--- src/rtl/mc_ctrl.sv ---
// Multi-cycle MIPS control FSM: fetch/decode/execute/memory/writeback sequencing.
// Latency: 2-5 cycles per instruction plus DM wait cycles; outputs track the state register.
// Backpressure: MRD/MWR hold (dm_req high) until dm_rdy; dm_rdy ignored elsewhere.
//
// Ports:
//   clk, rst (async, active-low)        clock / reset
//   op, funct                           IR[31:26] / IR[5:0], stable from DCD onward
//   zero                                ALU zero flag, gates PCWr in BR
//   dm_rdy / dm_req                     DM access handshake
//   PCWr IRWr RFWr DMWr                 write enables
//   NPCOp EXTOp ALUOp BSel RegDst Mem2R datapath selects
//   illegal                             one-cycle pulse in DCD on an unsupported instruction
//   state                               current state (debug)
// Optional: MC_CTRL_PERF_EN adds instr_cnt, a wrapping count of retired legal instructions.
module mc_ctrl #(
  parameter int ST_W = 4
) (
  input  logic            clk,
  input  logic            rst,
  input  logic [5:0]      op,
  input  logic [5:0]      funct,
  input  logic            zero,
  input  logic            dm_rdy,
  output logic            PCWr,
  output logic            IRWr,
  output logic            RFWr,
  output logic            DMWr,
  output logic            dm_req,
  output logic [1:0]      NPCOp,
  output logic [1:0]      EXTOp,
  output logic [1:0]      ALUOp,
  output logic            BSel,
  output logic            RegDst,
  output logic            Mem2R,
  output logic            illegal,
`ifdef MC_CTRL_PERF_EN
  output logic [31:0]     instr_cnt,
`endif
  output logic [ST_W-1:0] state
);

  typedef enum logic [ST_W-1:0] {
    S_IDLE  = ST_W'(0),
    S_FETCH = ST_W'(1),
    S_DCD   = ST_W'(2),
    S_EXE_R = ST_W'(3),
    S_EXE_I = ST_W'(4),
    S_WB    = ST_W'(5),
    S_MA    = ST_W'(6),
    S_MRD   = ST_W'(7),
    S_MWB   = ST_W'(8),
    S_MWR   = ST_W'(9),
    S_BR    = ST_W'(10),
    S_JMP   = ST_W'(11)
  } st_t;

  localparam logic [5:0] OP_RTYPE = 6'b000000;
  localparam logic [5:0] OP_ORI   = 6'b001101;
  localparam logic [5:0] OP_LW    = 6'b100011;
  localparam logic [5:0] OP_SW    = 6'b101011;
  localparam logic [5:0] OP_BEQ   = 6'b000100;
  localparam logic [5:0] OP_J     = 6'b000010;
  localparam logic [5:0] FN_ADDU  = 6'b100001;
  localparam logic [5:0] FN_SUBU  = 6'b100011;

  st_t        r_st;
  st_t        w_nxt;
  logic       r_pcwr;
  logic       w_is_rtype;
  logic       w_is_subu;
  logic       w_is_ori;
  logic       w_is_lw;
  logic       w_is_mem;
  logic       w_is_beq;
  logic       w_is_j;
  logic       w_legal;

  // Instruction classification straight from the IR fields.
  assign w_is_rtype = (op == OP_RTYPE) && ((funct == FN_ADDU) || (funct == FN_SUBU));
  assign w_is_subu  = (op == OP_RTYPE) && (funct == FN_SUBU);
  assign w_is_ori   = (op == OP_ORI);
  assign w_is_lw    = (op == OP_LW);
  assign w_is_mem   = (op == OP_LW) || (op == OP_SW);
  assign w_is_beq   = (op == OP_BEQ);
  assign w_is_j     = (op == OP_J);
  assign w_legal    = w_is_rtype || w_is_ori || w_is_mem || w_is_beq || w_is_j;

  always_comb begin
    w_nxt = S_IDLE;
    case (r_st)
      S_IDLE:  w_nxt = S_FETCH;
      S_FETCH: w_nxt = S_DCD;
      S_DCD: begin
        if (w_is_rtype)    w_nxt = S_EXE_R;
        else if (w_is_ori) w_nxt = S_EXE_I;
        else if (w_is_mem) w_nxt = S_MA;
        else if (w_is_beq) w_nxt = S_BR;
        else if (w_is_j)   w_nxt = S_JMP;
        else               w_nxt = S_FETCH;
      end
      S_EXE_R: w_nxt = S_WB;
      S_EXE_I: w_nxt = S_WB;
      S_WB:    w_nxt = S_FETCH;
      S_MA:    w_nxt = w_is_lw ? S_MRD : S_MWR;
      S_MRD:   w_nxt = dm_rdy ? S_MWB : S_MRD;
      S_MWB:   w_nxt = S_FETCH;
      S_MWR:   w_nxt = dm_rdy ? S_FETCH : S_MWR;
      S_BR:    w_nxt = S_FETCH;
      S_JMP:   w_nxt = S_FETCH;
      default: w_nxt = S_IDLE;
    endcase
  end

  // State and outputs are registered together: the outputs loaded at each edge
  // are the decode of the state being entered, so they always match r_st.
  always_ff @(posedge clk or negedge rst) begin
    if (!rst) begin
      r_st   <= S_IDLE;
      r_pcwr <= 1'b0;
      IRWr   <= 1'b0;
      RFWr   <= 1'b0;
      DMWr   <= 1'b0;
      dm_req <= 1'b0;
      NPCOp  <= 2'b00;
      EXTOp  <= 2'b00;
      ALUOp  <= 2'b00;
      BSel   <= 1'b0;
      RegDst <= 1'b0;
      Mem2R  <= 1'b0;
    end else begin
      r_st   <= w_nxt;
      r_pcwr <= 1'b0;
      IRWr   <= 1'b0;
      RFWr   <= 1'b0;
      DMWr   <= 1'b0;
      dm_req <= 1'b0;
      NPCOp  <= 2'b00;
      EXTOp  <= 2'b00;
      ALUOp  <= 2'b00;
      BSel   <= 1'b0;
      RegDst <= 1'b0;
      Mem2R  <= 1'b0;
      case (w_nxt)
        S_FETCH: begin
          IRWr   <= 1'b1;
          r_pcwr <= 1'b1;
        end
        S_DCD:   EXTOp <= 2'b01;
        S_EXE_R: ALUOp <= w_is_subu ? 2'b01 : 2'b00;
        S_EXE_I: begin
          BSel  <= 1'b1;
          ALUOp <= 2'b10;
        end
        S_WB: begin
          // ALU controls repeat the EXE decode so the result stays valid at write.
          RFWr <= 1'b1;
          if (op == OP_RTYPE) begin
            RegDst <= 1'b1;
            ALUOp  <= w_is_subu ? 2'b01 : 2'b00;
          end else begin
            BSel  <= 1'b1;
            ALUOp <= 2'b10;
          end
        end
        S_MA, S_MRD: begin
          BSel   <= 1'b1;
          EXTOp  <= 2'b01;
          dm_req <= (w_nxt == S_MRD);
        end
        S_MWB: begin
          RFWr  <= 1'b1;
          Mem2R <= 1'b1;
        end
        S_MWR: begin
          // Address controls held and DMWr repeated on every wait cycle.
          BSel   <= 1'b1;
          EXTOp  <= 2'b01;
          dm_req <= 1'b1;
          DMWr   <= 1'b1;
        end
        S_BR: begin
          ALUOp <= 2'b01;
          NPCOp <= 2'b01;
          EXTOp <= 2'b01;
        end
        S_JMP: begin
          r_pcwr <= 1'b1;
          NPCOp  <= 2'b10;
        end
        default: ;
      endcase
    end
  end

  // BR is the one Mealy-style exception: the PC update depends on this cycle's zero.
  assign PCWr    = r_pcwr || ((r_st == S_BR) && zero);
  // IR is only loaded at the FETCH->DCD edge, so legality is judged live in DCD.
  assign illegal = (r_st == S_DCD) && !w_legal;
  assign state   = r_st;

`ifdef MC_CTRL_PERF_EN
  logic w_retire;
  assign w_retire = (w_nxt == S_FETCH) &&
                    ((r_st == S_WB) || (r_st == S_MWB) || (r_st == S_MWR) ||
                     (r_st == S_BR) || (r_st == S_JMP));

  always_ff @(posedge clk or negedge rst) begin
    if (!rst)          instr_cnt <= 32'd0;
    else if (w_retire) instr_cnt <= instr_cnt + 32'd1;
  end
`endif

endmodule

--- config.mk ---
export PLATFORM = sky130hd
export DESIGN_NAME = mc_ctrl
export DESIGN_NICKNAME = d
export VERILOG_FILES = /design/src/rtl/mc_ctrl.sv
export SDC_FILE = /design/constraint.sdc
export NUM_CORES = 1
export LEC_CHECK = 0
export CAP_MARGIN = 20
export CORE_UTILIZATION = 46
export CTS_BUF_LIST = sky130_fd_sc_hd__clkbuf_4 sky130_fd_sc_hd__clkbuf_8
export DETAILED_ROUTE_END_ITERATION = 6
export PLACE_DENSITY = 0.82
export RECOVER_POWER = 50
export SYNTH_ARGS = -nofsm -noshare
export SYNTH_HDL_FRONTEND = slang
export SYNTH_SLANG_ARGS = --single-unit
export TNS_END_PERCENT = 20
--- constraint.sdc ---
create_clock -name clk -period 5.1 [get_ports clk]
set_input_delay 0.765 -clock clk [delete_from_list [all_inputs] [get_ports clk]]
set_output_delay 0.765 -clock clk [all_outputs]
set_load 0.03 [all_outputs]
==> qor.csv <==
stage,metric,value,unit
critical_path,worst flop-to-flop path startpoint,state[0],
sta,worst setup margin,1.36,ns
min_path,Worst Min Path Start,state[0],
critical_path,worst r2r dst,ALUOp[0],
sta,fmax,268,MHz
sta,Worst slew margin,52.5,%
synth,Cells after Synth,99,
clock_network,Sink Count,17,
cells_and_area,antenna cells,0,
cells_and_area,Syn-to-layout area delta,36.6,%
critical_path,Setup crit start kind,primary input,
sta,fin crit share,73.3,%
global_routing,initial antenna violation count,0,
pwr,power per cell area,479,nW/um^2
clock_network,"Reg clk slew, reported paths",0.09,ns
route,average wire per standard cell,13.7,um
clock_network,Hold Buf Count CTS,0,
sta,setup_tns,0,ns
floorplanning,Core Area,1960,sq um
global_routing,largest net degree at the start of global routing,18,
pwr,maximum vdd drop,0.231,mV
route,Detail Route Antenna Nets,0,
sta,fin crit period,3.74,ns
synth,post-synthesis sequential area ratio,44.3,%
synth,"EDFF count, synth",0,
sta,Final Max Slew Viols,0,
cells_and_area,Finished Layout Cells,158,
synth,syn_nets,115,
route,Post-route DRC,0,
floorplanning,Initial Util,49.0,%
run,max cap viols,0,
floorplanning,I/O pins,35,
clock_network,CTS Buf Count,3,
placed_design,Detail Placement HPWL,1.70,mm
synth,yosys warns,0,
clock_network,Root Driver,clkbuf_4,
cells_and_area,sequential cell area,425,sq um
min_path,hold path endpoint,Mem2R,
sta,Setup Skew,0.00843,ns
floorplanning,Std-Cell Rows,16,
global_routing,grt ovf,0,
cells_and_area,share of post-route cells with drive strength above 1,12.2,%
synth,asr flop ratio synth,100,%
outcome,status,"complete, no violations",
clock_network,number of setup buffers added after CTS,0,
sta,final hold violation count,0,
critical_path,FF-to-FF setup slack,2.97,ns
clock_network,H-tree depth,1,
synth,Post-synth top cells,"dfrtp_1 (17), nor2_1 (9), nand2_1 (6), o21ai_0 (6)",
synth,post-synth top area share,44.3,%
synth,Synth area leaders,"dfrtp_1 (44%), nor2_1 (3.5%), o21ai_0 (3.1%)",
clock_network,Clock Tree Buf Depth,2,
min_path,hold path depth,2,
global_routing,gr usage total,21.3,%
critical_path,crit end category,output pin,
sta,# setup viols final,0,
synth,Synth Flop Type,dfrtp_1,
pwr,leak pwr,0.568,nW
cells_and_area,filler instances,179,
route,post-DR vias/cell,5.76,
placed_design,Port-buffer cells,33,
floorplanning,Die Ht,47.7,um
min_path,Worst Hold Class,reg2reg,
global_routing,first-pass GRT wire length,3.40,mm
floorplanning,Chip Width,47.7,um
synth,Synth area leader,dfrtp_1,
synth,most frequent cell after synthesis,dfrtp_1,
synth,synthesized area,961,sq um
placed_design,Placed Cells,154,
route,DR vias,910,
critical_path,crit path kind,in2out,
placed_design,Routability Congestion,0.872,
synth,#FFs+latches synth,17,
global_routing,vias in the first global route,803,
route,final WL,2.17,mm
cells_and_area,nets,148,
route,drt first-iter violations,14,
floorplanning,full die area,2280,sq um
clock_network,# resized after CTS,0,
placed_design,"worst slack, placed",1.48,ns
synth,post-synth cell types,38,
cells_and_area,multi-input gate area in the final layout,477,sq um
critical_path,worst path required time,4.34,ns
critical_path,worst path arrival time,2.97,ns
sta,RSZ-0062 raised after global routing,no,
critical_path,cells on worst reg2reg path,6,
clock_network,Skew-Pair Late Insertion Delay,0.29,ns
route,drt pass-1 iters,4,
clock_network,CTS tree,built,
sta,Least-Margin Pin Slew,0.710,ns
critical_path,CP Max Fanout,5,
synth,Avg Inst Size Synth,9.71,sq um
==> flip-flops by register name, summed over array words and instances, names as in the netlist <==
| name | count |
|---|---|
| ALUOp | 2 |
| BSel | 1 |
| DMWr | 1 |
| EXTOp | 1 |
| IRWr | 1 |
| Mem2R | 1 |
| NPCOp | 2 |
| RFWr | 1 |
| RegDst | 1 |
| dm_req | 1 |
| r_pcwr | 1 |
| state | 4 |
==> area by class of cell <==
cell class	instances	area share (%)
Clock buffer	3	1.72
Clock inverter	1	0.381
Inverter	5	1.43
Multi-Input combinational cell	72	36.3
Sequential cell	17	32.4
Tap cell	27	2.57
Timing Repair Buffer	33	25.2
==> metrics by stage <==
stage / hold slack [ns] / total power, mW / utilization (%) / area [sq um]
floorplan: 0.469 / 0.446 / - / 961
CTS: 0.726 / 0.631 / 67.0 / 1310
finish: 0.723 / 0.628 / 66.9 / 1310
global route: 0.781 / 0.667 / 66.9 / 1310
global placement: 0.703 / 0.555 / 65.6 / 1290
detailed placement: 0.711 / 0.563 / 65.6 / 1290
==> metal layers <==
layer	routed length [um]	global-route usage (%)	vias to the layer above
met5	0	0	-
met4	16	6.67	0
met3	95	3.40	3
met2	1170	38.6	35
met1	890	25.5	442
li1	-	-	430
==> cell families after synthesis <==
group,share of synthesized area (%)
AO/OA/AOI/OAI,19.4
other,0.390
buffers and inverters,5.99
AND/OR/NAND/NOR,29.0
XOR/XNOR,0.912
flip-flops,44.3
==> how the worst max path moves through the flow <==
stage / startpoint / end / cells past startpoint
floorplan: op[1] / illegal / 4
global placement: op[2] / illegal / 6
detailed placement: op[2] / illegal / 6
CTS: op[2] / illegal / 6
global route: op[1] / illegal / 6
finish: op[1] / illegal / 6
==> report_power, final <==
group,internal (mW),leakage [nW],switching [mW]
clock network,0.0292,0.0177,0.0408
logic,0.146,0.325,0.191
registers,0.173,0.225,0.0486
total,0.348,0.568,0.280
==> worst max-delay path, stage by stage <==
cell             delay, ns
dlygate4sd3_1         0.61
nor3_1                0.34
nand3b_1              0.19
nor2_1                0.36
a211oi_1              0.09
clkdlybuf4s50_1       0.61
==> cell usage in the layout, fill, tap and decap left out, types with 2 or more instances in the layout <==
master	synthesis	final
clkdlybuf4s50_1	0	28
dfrtp_1	17	17
nor2_1	9	9
nand2_1	6	6
o21ai_0	6	6
nand3_1	5	5
inv_1	5	5
dlygate4sd3_1	0	5
nor3_1	4	4
a21oi_1	4	4
nand3b_1	3	3
a21o_2	3	3
o211ai_1	3	3
clkbuf_4	0	3
nor3b_1	2	2
nand4_1	2	2
and3b_1	2	2
nor2b_1	2	2
nor4_1	2	2
Note: power is estimated with default switching activity, not from simulation.
